===== config.mk =====
export PLATFORM = sky130hd
export DESIGN_NAME = vga_timing_gen
export DESIGN_NICKNAME = d
export VERILOG_FILES = /design/src/rtl/vga_pkg.sv /design/src/rtl/vga_delay_line.sv /design/src/rtl/vga_timing_gen.sv
export SDC_FILE = /design/constraint.sdc
export NUM_CORES = 1
export LEC_CHECK = 0
export BUFFER_PORTS_ARGS = -buffer_cell sky130_fd_sc_hd__buf_2
export CELL_PAD_IN_SITES_DETAIL_PLACEMENT = 0
export CELL_PAD_IN_SITES_GLOBAL_PLACEMENT = 1
export CORE_MARGIN = 2
export CORE_UTILIZATION = 40
export CTS_CLUSTER_SIZE = 16
export DETAILED_ROUTE_END_ITERATION = 10
export PLACE_DENSITY = 0.81
export SLEW_MARGIN = 20
export SYNTH_ARGS = -nofsm -noshare
export SYNTH_HDL_FRONTEND = slang
export SYNTH_SLANG_ARGS = --single-unit

===== constraint.sdc =====
create_clock -name iClk -period 3.75 [get_ports iClk]
set_input_delay 0.1875 -clock iClk [delete_from_list [all_inputs] [get_ports iClk]]
set_output_delay 0.1875 -clock iClk [all_outputs]
set_load 0.05 [all_outputs]

===== src/rtl/vga_pkg.sv =====
// Shared VGA constants: standard mode timings, coordinate width, request-lead limit
// and the flag bundle carried through the alignment pipeline.
package vga_pkg;

  localparam int COORD_W      = 12;
  localparam int REQ_LEAD_MAX = 8;

  typedef enum logic [0:0] {
    MODE_640X480_60 = 1'b0,
    MODE_800X600_60 = 1'b1
  } vgaMode_e;

  localparam int M640_H_ACTIVE = 640;
  localparam int M640_H_FRONT  = 16;
  localparam int M640_H_PULSE  = 96;
  localparam int M640_H_BACK   = 48;
  localparam int M640_V_ACTIVE = 480;
  localparam int M640_V_FRONT  = 10;
  localparam int M640_V_PULSE  = 2;
  localparam int M640_V_BACK   = 33;

  localparam int M800_H_ACTIVE = 800;
  localparam int M800_H_FRONT  = 40;
  localparam int M800_H_PULSE  = 128;
  localparam int M800_H_BACK   = 88;
  localparam int M800_V_ACTIVE = 600;
  localparam int M800_V_FRONT  = 1;
  localparam int M800_V_PULSE  = 4;
  localparam int M800_V_BACK   = 23;

  // Timing flags generated from the counters; sync fields mean "inside pulse", not a level.
  typedef struct packed {
    logic de;
    logic hs;
    logic vs;
    logic fs;
  } timingFlags_t;

  function automatic int spanTotal(input int active, input int front, input int pulse,
                                   input int back);
    return active + front + pulse + back;
  endfunction

endpackage


===== src/rtl/vga_delay_line.sv =====
// Fixed-depth register pipeline with asynchronous clear; depth 0 degenerates to a wire.
module vga_delay_line #(
  parameter int WIDTH = 1,
  parameter int DEPTH = 1
) (
  input  logic             iClk,
  input  logic             iRst,
  input  logic [WIDTH-1:0] iD,
  output logic [WIDTH-1:0] oD
);

  generate
    if (DEPTH == 0) begin : gWire
      logic unusedPins;
      assign unusedPins = iClk ^ iRst;
      assign oD = iD;
    end else begin : gPipe
      logic [WIDTH-1:0] stageR [DEPTH];

      // Shift register, stage 0 takes the input
      always_ff @(posedge iClk or posedge iRst) begin
        if (iRst) begin
          for (int i = 0; i < DEPTH; i++) begin
            stageR[i] <= '0;
          end
        end else begin
          stageR[0] <= iD;
          for (int i = 1; i < DEPTH; i++) begin
            stageR[i] <= stageR[i-1];
          end
        end
      end

      assign oD = stageR[DEPTH-1];
    end
  endgenerate

endmodule


===== src/rtl/vga_timing_gen.sv =====
// VGA timing generator with pixel-data request lead and aligned output registers.
// Optional underflow detection enabled by defining VGA_TIMING_GEN_UNDERFLOW_EN.
module vga_timing_gen
  import vga_pkg::*;
#(
  parameter int COLOR_W  = 8,
  parameter int H_ACTIVE = M640_H_ACTIVE,
  parameter int H_FRONT  = M640_H_FRONT,
  parameter int H_PULSE  = M640_H_PULSE,
  parameter int H_BACK   = M640_H_BACK,
  parameter int V_ACTIVE = M640_V_ACTIVE,
  parameter int V_FRONT  = M640_V_FRONT,
  parameter int V_PULSE  = M640_V_PULSE,
  parameter int V_BACK   = M640_V_BACK,
  parameter bit HS_POL   = 1'b0,
  parameter bit VS_POL   = 1'b0,
  parameter int REQ_LEAD = 2
) (
  input  logic               iClk,
  input  logic               iRst,
  input  logic [COLOR_W-1:0] iR,
  input  logic [COLOR_W-1:0] iG,
  input  logic [COLOR_W-1:0] iB,
  input  logic               iValid,
  output logic [COLOR_W-1:0] oR,
  output logic [COLOR_W-1:0] oG,
  output logic [COLOR_W-1:0] oB,
  output logic               oHSync,
  output logic               oVSync,
  output logic               oDE,
  output logic               oDataRequest,
  output logic [COORD_W-1:0] oX,
  output logic [COORD_W-1:0] oY,
  output logic               oFrameStart,
  output logic               oUnderflow,
  input  logic               iClearErr
);

  localparam int H_TOTAL  = spanTotal(H_ACTIVE, H_FRONT, H_PULSE, H_BACK);
  localparam int V_TOTAL  = spanTotal(V_ACTIVE, V_FRONT, V_PULSE, V_BACK);
  localparam int HW       = $clog2(H_TOTAL);
  localparam int VW       = $clog2(V_TOTAL);
  localparam int HS_START = H_ACTIVE + H_FRONT;
  localparam int VS_START = V_ACTIVE + V_FRONT;
  localparam int LEAD     = (REQ_LEAD > REQ_LEAD_MAX) ? REQ_LEAD_MAX : REQ_LEAD;

  localparam logic [HW-1:0] H_LAST = HW'(H_TOTAL - 1);
  localparam logic [VW-1:0] V_LAST = VW'(V_TOTAL - 1);

  logic [HW-1:0] hcR;
  logic [VW-1:0] vcR;
  timingFlags_t  flagsS;
  timingFlags_t  flagsD;
  logic          dataReqS;
  logic          validS;
  logic          pixelOkS;

  // Pixel and line counters; both wrap together at the end of the frame
  always_ff @(posedge iClk or posedge iRst) begin
    if (iRst) begin
      hcR <= '0;
      vcR <= '0;
    end else if (hcR == H_LAST) begin
      hcR <= '0;
      if (vcR == V_LAST) begin
        vcR <= '0;
      end else begin
        vcR <= vcR + VW'(1);
      end
    end else begin
      hcR <= hcR + HW'(1);
    end
  end

  // Timing flags decoded straight from the counters (un-delayed request timebase)
  always_comb begin
    flagsS    = '0;
    flagsS.de = (int'(hcR) < H_ACTIVE) && (int'(vcR) < V_ACTIVE);
    flagsS.hs = (int'(hcR) >= HS_START) && (int'(hcR) < HS_START + H_PULSE);
    flagsS.vs = (int'(vcR) >= VS_START) && (int'(vcR) < VS_START + V_PULSE);
    flagsS.fs = (hcR == '0) && (vcR == '0);
    dataReqS  = flagsS.de && !iRst;
  end

  assign oDataRequest = dataReqS;
  assign oX           = dataReqS ? COORD_W'(hcR) : '0;
  assign oY           = dataReqS ? COORD_W'(vcR) : '0;

  // Flags wait LEAD cycles so they meet the pixel data sampled in the same cycle
  vga_delay_line #(
    .WIDTH ($bits(timingFlags_t)),
    .DEPTH (LEAD)
  ) uFlagDelay (
    .iClk (iClk),
    .iRst (iRst),
    .iD   (flagsS),
    .oD   (flagsD)
  );

`ifdef VGA_TIMING_GEN_UNDERFLOW_EN
  assign validS = iValid;

  // Sticky underflow: a missing pixel beats a simultaneous clear
  always_ff @(posedge iClk or posedge iRst) begin
    if (iRst) begin
      oUnderflow <= 1'b0;
    end else if (flagsD.de && !iValid) begin
      oUnderflow <= 1'b1;
    end else if (iClearErr) begin
      oUnderflow <= 1'b0;
    end else begin
      oUnderflow <= oUnderflow;
    end
  end
`else
  logic unusedInputs;
  assign unusedInputs = iValid ^ iClearErr;
  assign validS       = 1'b1;
  assign oUnderflow   = 1'b0;
`endif

  assign pixelOkS = flagsD.de && validS;

  // Output register stage: sample pixel data and apply sync polarity
  always_ff @(posedge iClk or posedge iRst) begin
    if (iRst) begin
      oR          <= '0;
      oG          <= '0;
      oB          <= '0;
      oDE         <= 1'b0;
      oHSync      <= ~HS_POL;
      oVSync      <= ~VS_POL;
      oFrameStart <= 1'b0;
    end else begin
      oDE         <= flagsD.de;
      oHSync      <= flagsD.hs ? HS_POL : ~HS_POL;
      oVSync      <= flagsD.vs ? VS_POL : ~VS_POL;
      oFrameStart <= flagsD.fs;
      if (pixelOkS) begin
        oR <= iR;
        oG <= iG;
        oB <= iB;
      end else begin
        oR <= '0;
        oG <= '0;
        oB <= '0;
      end
    end
  end

endmodule


==> results of run 1 <==
-- final cells by class --
class / instances / area share [%]
well taps: 72 / 3.16
repair buffers: 76 / 13.7
clock inverters: 2 / 0.570
flip-flops and latches: 56 / 49.2
multi-input cells: 138 / 29.7
clock buffers: 6 / 2.54
inverters: 9 / 1.18
-- state kept, by name, summed over array words and instances (netlist names) --
signal                   count
uFlagDelay.gPipe.stageR      4
oFrameStart                  1
oHSync                       1
oG                           8
oDE                          1
oB                           8
oVSync                       1
hcR                         10
uFlagDelay.oD                4
vcR                         10
oR                           8
-- worst paths after layout --
check / startpoint / end
worst max-delay path: vcR[5] / oY[0]
worst min register to register: uFlagDelay.gPipe.stageR[7] / uFlagDelay.oD[3]
worst max register to register: hcR[0] / vcR[9]
min in group asynchronous: iRst / uFlagDelay.gPipe.stageR[4]
worst min-delay path: iB[7] / oB[7]
max in group asynchronous: iRst / oVSync
-- routing by layer --
layer | up-vias | track usage [%] | wire length (um)
met5 | - | 0 | 0
met1 | 769 | 18.7 | 2120
li1 | 838 | - | -
met4 | 0 | 4.75 | 51
met3 | 6 | 4.78 | 453
met2 | 76 | 22.9 | 2000
-- kinds of logic after synthesis --
kind of cell               after synthesis  synth area share, %
DFF                                     56                 59.6
and+or+nand+nor                        104                 25.5
buffers and inverters                   26                 5.52
adders and majority gates                4                 2.12
xor gates and xnor gates                10                 3.72
AOI/OAI and AO/OA                       14                 3.40
other                                    1                0.159
-- power groups by stage --
stage          Sequential, mW  Clock, mW  Combinational, mW
2_1_floorplan           0.680          0             0.0470
3_3_place_gp            0.631          0              0.125
3_5_place_dp            0.631          0              0.126
4_1_cts                 0.619      0.338              0.127
5_1_grt                 0.620      0.363              0.133
6_report                0.619      0.322              0.125
-- metrics by stage --
step | total power, mW | util, % | hold slack (ns) | std cells | worst slack, ns
detailed placement | 0.757 | 49.1 | 0.262 | 350 | 1.61
floorplan | 0.727 | - | 0.316 | 220 | 1.40
global route | 1.12 | 50.9 | 0.0724 | 359 | 1.09
global placement | 0.756 | 49.1 | 0.259 | 350 | 1.62
finish | 1.07 | 50.9 | 0.0883 | 359 | 1.32
CTS | 1.08 | 50.9 | 0.0762 | 359 | 1.25
-- cells in the final DEF, fill, tap and decap left out, drive strengths merged, types with 6 or more instances in the layout --
cell / synthesis / layout
nand2: 8 / 8
xnor2: 6 / 6
dfrtp: 54 / 54
o21ai: 6 / 6
nor2: 6 / 6
buf: 9 / 75
conb: 1 / 6
nand3: 13 / 13
nor3: 7 / 7
clkbuf: 8 / 6
and2: 46 / 46
inv: 9 / 9
-- repair_timing --
item,4_1_cts,5_1_grt
endpoints found under the hold margin,21,0
resized for setup,0,0
hold buffers,1,0
endpoints found under the setup margin,0,0
buffers inserted,0,0
==> flow_summary_export.csv, run 1 <==
group,metric,value,unit
outcome,outcome,"completed",
clock_network,clock_path_buffers,2,
die,start_util,42.0,%
cells_and_area,final_area,2850,um2
critical_path,critPathBufInv,2,
hold_path,holdPathStages,2,
global_routing,grt_first_pass_wirelength,7290,um
critical_path,crit_slowest_cell,"dfrtp_1",
power_and_ir_drop,irDropWorstVdd,0.154,mV
global_routing,grt_overflow,0,
flow_run,drv_cap,0,
synth,ys_top_cells_by_area,"dfrtp_1, and2_1, nand3_1",
detailed_routing,avgViaCountPerCell,4.70,
global_routing,grt_max_degree,35,
cells_and_area,drive_above_1_share,30.0,%
synth,synth_enable_flop_cells,0,
cells_and_area,multi_input_area,847,um2
cells_and_area,register_area,1400,um2
critical_path,crit_family,"simple AND/OR/NAND/NOR gates",
power_and_ir_drop,pwr_density_cell,373,nW/um2
cells_and_area,antenna-diode-count,0,
critical_path,critPathKind,"register to primary output",
placed_design,globalplace.congestion,0.772,
synth,synth_area,2360,um2
synth,synth_seq_area_share,59.6,%
detailed_routing,drc,0,
timing,tns,0,ns
clock_network,cts_tree,"built",
critical_path,cpMostUsedCell,"and2_1",
clock_network,cts-buffers-inserted,5,
clock_network,clkSinkCount,56,
detailed_routing,wire_per_inst,12.9,um
detailed_routing,drtPass1Iterations,4,
timing,clock.fmax,411,MHz
power_and_ir_drop,pwr-share-seq,58.1,%
timing,rsz0062_at_grt,"false",
critical_path,crit_cells,6,
synth,ys_async_sr_fraction,100,%
synth,yosysUniqueCellTypes,31,
die,core_area,5610,um2
clock_network,clk_latency,0.30,ns
global_routing,antenna_found_initial,0,
timing,period_share,64.9,%
timing,drv_slew,0,
die,row_count,27,
critical_path,critPathLaunchType,"register",
die,die_area,6520,um2
power_and_ir_drop,power_frac_clock,30.2,%
synth,syn_inst,215,
power_and_ir_drop,combPwrFrac,11.7,%
critical_path,worstSetupEndpointType,"primary output",
timing,worst_pin_slew,0.851,ns
power_and_ir_drop,swShare,26.9,%
hold_path,min-delay-path-class,"input pin to register",
power_and_ir_drop,power.internal,0.779,mW
die,ioPinCount,82,
critical_path,crit_required,3.56,ns
die,dieHeight,80.7,um
critical_path,critPathMaxFanout,15,
global_routing,track_usage,14.4,%
synth,ys_warn_count,0,
placed_design,dp_hpwl,3280,um
synth,synth_top_area_share,57.4,%
cells_and_area,area_growth,21.1,%
critical_path,arrival,2.25,ns
power_and_ir_drop,leakage,1.38,nW
critical_path,r2r_cells,5,
timing,slew_headroom,42.8,%
detailed_routing,num_vias,1689,
synth,synth_flop_cell,"dfrtp_1",
synth,synth.most_common_cell,"dfrtp_1",
placed_design,placement.cell_area,2760,um2
detailed_routing,routed_wl,4630,um
placed_design,portBuffers,73,
synth,synth_commonest_cells,"dfrtp_1, and2_1, nand3_1, inv_1",
synth,postSynthAreaPerCell,11.0,um2
critical_path,r2r_setup_slack,1.60,ns
power_and_ir_drop,p_sw,0.287,mW
detailed_routing,ant_nets,0,
timing,final.min_clock_period,2.43,ns
timing,hold_viol,0,
global_routing,grt_pass1_vias,1557,
timing,setup_violations,0,
timing,skew,0.00392,ns
clock_network,clk_pin_slew,0.09,ns
clock_network,cts-root-buf,"clkbuf_8",
detailed_routing,initialDrtViolationCount,20,
cells_and_area,num-fill-cells,526,
synth,ys_seq_elements,56,
cells_and_area,layout.nets,318,
die,die_x,80.7,um
synth,synth_top_area_cell,"dfrtp_1",
clock_network,cts-htree-levels,2,
critical_path,worstPathCellList,"and3_1 -> and2_1 -> nor4_2 -> buf_4 -> and2_1 -> buf_2",
critical_path,cp_slowest_stage_delay,0.46,ns
Power figures use the tool's default switching activity.
==> inputs of run 2 (changes only) <==
- ABC_AREA: default -> 1
- CORE_UTILIZATION: 40 -> 33
- PLACE_DENSITY: 0.81 -> 0.73
- clock period: 3.75 -> 2 ns (I/O delays scaled with it)
==> run 2 against run 1 <==
Cell area is 21% higher. Sequential cell count stayed put. First-iteration DRC count is 140% higher. Register-to-register slack worse by 1.2 ns. Clock skew is 0.0069 ns higher. Wire length is 16% higher. Area after synthesis is 8.2% higher. Power is 96% higher. Critical path depth is 1 higher. Clock power is 99% higher.
==> flow_summary_export.csv, run 2 <==
group,metric,value,unit
outcome,outcome,"completed",
power_and_ir_drop,swShare,28.2,%
detailed_routing,routed_wl,5360,um
synth,synth_top_area_share,53.0,%
critical_path,r2r_cells,8,
cells_and_area,layout.nets,420,
timing,worst_pin_slew,0.749,ns
power_and_ir_drop,p_sw,0.589,mW
placed_design,globalplace.congestion,0.890,
clock_network,cts-root-buf,"clkbuf_8",
power_and_ir_drop,pwr_density_cell,605,nW/um2
timing,slew_headroom,50.0,%
die,core_area,7610,um2
timing,tns,0,ns
synth,synth_enable_flop_cells,0,
detailed_routing,avgViaCountPerCell,4.20,
timing,clock.fmax,543,MHz
cells_and_area,top_regs,"hcR x10, vcR x10",
critical_path,critPathLaunchType,"register",
clock_network,clk_latency,0.31,ns
synth,synth_flop_cell,"dfrtp_1",
placed_design,placement.cell_area,3000,um2
detailed_routing,ant_nets,0,
power_and_ir_drop,irDropWorstVdd,0.261,mV
critical_path,reg2reg_from,"hcR[0]",
critical_path,r2r_setup_slack,0.43,ns
clock_network,clk_pin_slew,0.11,ns
placed_design,dp_hpwl,3750,um
timing,hold_viol,0,
clock_network,cts_setup_buffers,0,
synth,postSynthAreaPerCell,8.88,um2
cells_and_area,area_growth,35.6,%
global_routing,antenna_found_initial,0,
die,die_x,91.9,um
hold_path,min-delay-path-class,"input pin to asynchronous set/reset pin",
timing,rsz0062_at_grt,"false",
die,dieHeight,91.9,um
clock_network,cts_tree,"built",
critical_path,arrival,1.74,ns
synth,ys_warn_count,0,
global_routing,track_usage,13.4,%
placed_design,portBuffers,73,
critical_path,critPathMaxFanout,10,
synth,synth_commonest_cells,"inv_1, nand2_1, dfrtp_1, nor2_1, nor2_2",
synth,ys_top_cells_by_area,"dfrtp_1, inv_1, nand2_1",
power_and_ir_drop,power.internal,1.50,mW
clock_network,clock_path_buffers,2,
detailed_routing,initialDrtViolationCount,48,
detailed_routing,drc,0,
timing,period_share,92.1,%
die,die_area,8450,um2
detailed_routing,wire_per_inst,10.9,um
die,start_util,33.5,%
cells_and_area,num-fill-cells,756,
synth,synth_seq_area_share,55.1,%
timing,drv_slew,0,
timing,final.min_clock_period,1.84,ns
synth,synth_area,2550,um2
timing,skew,0.0108,ns
cells_and_area,final_area,3460,um2
synth,ys_async_sr_fraction,100,%
detailed_routing,drtPass1Iterations,4,
global_routing,grt_max_degree,57,
cells_and_area,final_cell_mix,"nand2_1, inv_1, dfrtp_1, buf_2, dlygate4sd3_1",
flow_run,drv_cap,0,
synth,synth_top_area_cell,"dfrtp_1",
power_and_ir_drop,pwr-share-seq,55.6,%
clock_network,clkSinkCount,56,
critical_path,rr_endpoint,"vcR[6]",
die,ioPinCount,82,
detailed_routing,num_vias,2060,
critical_path,worstSetupEndpointType,"primary output",
synth,syn_inst,287,
power_and_ir_drop,combPwrFrac,13.7,%
critical_path,critPathKind,"register to primary output",
cells_and_area,fin_cells,491,
timing,timing.hold.ws,0.0242,ns
global_routing,grt_overflow,0,
die,row_count,32,
synth,ys_seq_elements,56,
clock_network,cts-htree-levels,2,
synth,yosysUniqueCellTypes,26,
cells_and_area,drive_above_1_share,30.8,%
clock_network,cts-buffers-inserted,5,
global_routing,grt_first_pass_wirelength,9120,um
cells_and_area,layout_commonest_cell,"nand2_1",
timing,setup_violations,0,
power_and_ir_drop,leakage,1.80,nW
placed_design,dp.cells,459,
power_and_ir_drop,power_frac_clock,30.7,%
global_routing,grt_pass1_vias,1983,
critical_path,crit_required,1.90,ns
cells_and_area,antenna-diode-count,0,
## run 2: cell types whose count changed after synthesis, moves of 4 or more
cell      delta
xnor2_1      -6
nand2_1     +49
nor2_1      +14
nor4_1       -4
nor2_2      +19
and2_1      -46
or3_1        -5
inv_1       +48
clkbuf_1     -6
## run 2: worst max path at each step
stage / from / slack, ns / to
final: hcR[8] / 0.16 / oY[1]
after global routing: hcR[7] / 0.008 / oY[7]
after CTS: vcR[7] / 0.08 / oX[9]
after detailed placement: hcR[0] / 0.42 / vcR[6]
after global placement: hcR[0] / 0.46 / vcR[4]
after floorplan: iRst / 0.33 / oDataRequest
## run 2: what timing repair did
| item | in CTS | in global routing |
|---|---|---|
| hold endpoints to repair | 24 | 0 |
| hold buffers | 24 | 0 |
| setup endpoints to repair | 0 | 20 |
| gates resized for setup | 0 | 59 |
## run 2: layout make-up
class / instances / area (um2) / area share, %
clock inverters: 3 / 27.5 / 0.796
inverters: 61 / 235 / 6.80
repair buffers: 101 / 753 / 21.8
well taps: 102 / 128 / 3.69
clock buffers: 5 / 68.8 / 1.99
multi-input cells: 163 / 840 / 24.3
flip-flops and latches: 56 / 1410 / 40.6
## run 2: stage by stage
| stage | util, % | power (mW) | setup WS [ns] |
|---|---|---|---|
| global route | 45.4 | 2.19 | 0.00807 |
| detailed placement | 39.5 | 1.43 | 0.423 |
| finish | 45.4 | 2.09 | 0.157 |
| global placement | 39.5 | 1.43 | 0.457 |
| CTS | 43.9 | 2.11 | 0.0762 |
| floorplan | - | 1.37 | 0.326 |
## run 2: cell families (layout without fill, tap and decap cells)
| group | count (synthesis) | after routing | synth area share (%) |
|---|---|---|---|
| compound gates | 15 | 15 | 3.34 |
| xor+xnor | 7 | 7 | 2.40 |
| fa+ha+maj | 4 | 4 | 1.96 |
| buf+inv | 73 | 170 | 12.8 |
| flops | 56 | 56 | 55.1 |
| other cells | 1 | 6 | 0.147 |
| simple gates | 131 | 131 | 24.3 |
## run 2: worst max-delay path, cell delays in order (launching register included)
cell      delay [ns]
dfrtp_1         0.43
clkinv_2        0.10
nand2_1         0.07
a211oi_2        0.27
nand2_2         0.11
buf_6           0.17
nor2_2          0.11
buf_6           0.17
## run 2: layer usage
metal / up-vias / routed length, um / global-route usage [%]
met2: 67 / 2410 / 22.4
met5: - / 0 / 0
met1: 939 / 2530 / 17.2
li1: 1047 / - / -
met4: 0 / 66 / 4.10
met3: 7 / 356 / 3.12
## run 2: power by group through the flow
stage | clock network, mW | registers, mW | logic (mW)
after floorplan | 0 | 1.27 | 0.0991
after global placement | 0 | 1.18 | 0.245
after detailed placement | 0 | 1.18 | 0.246
after CTS | 0.671 | 1.16 | 0.283
after global routing | 0.722 | 1.16 | 0.308
final | 0.642 | 1.16 | 0.287
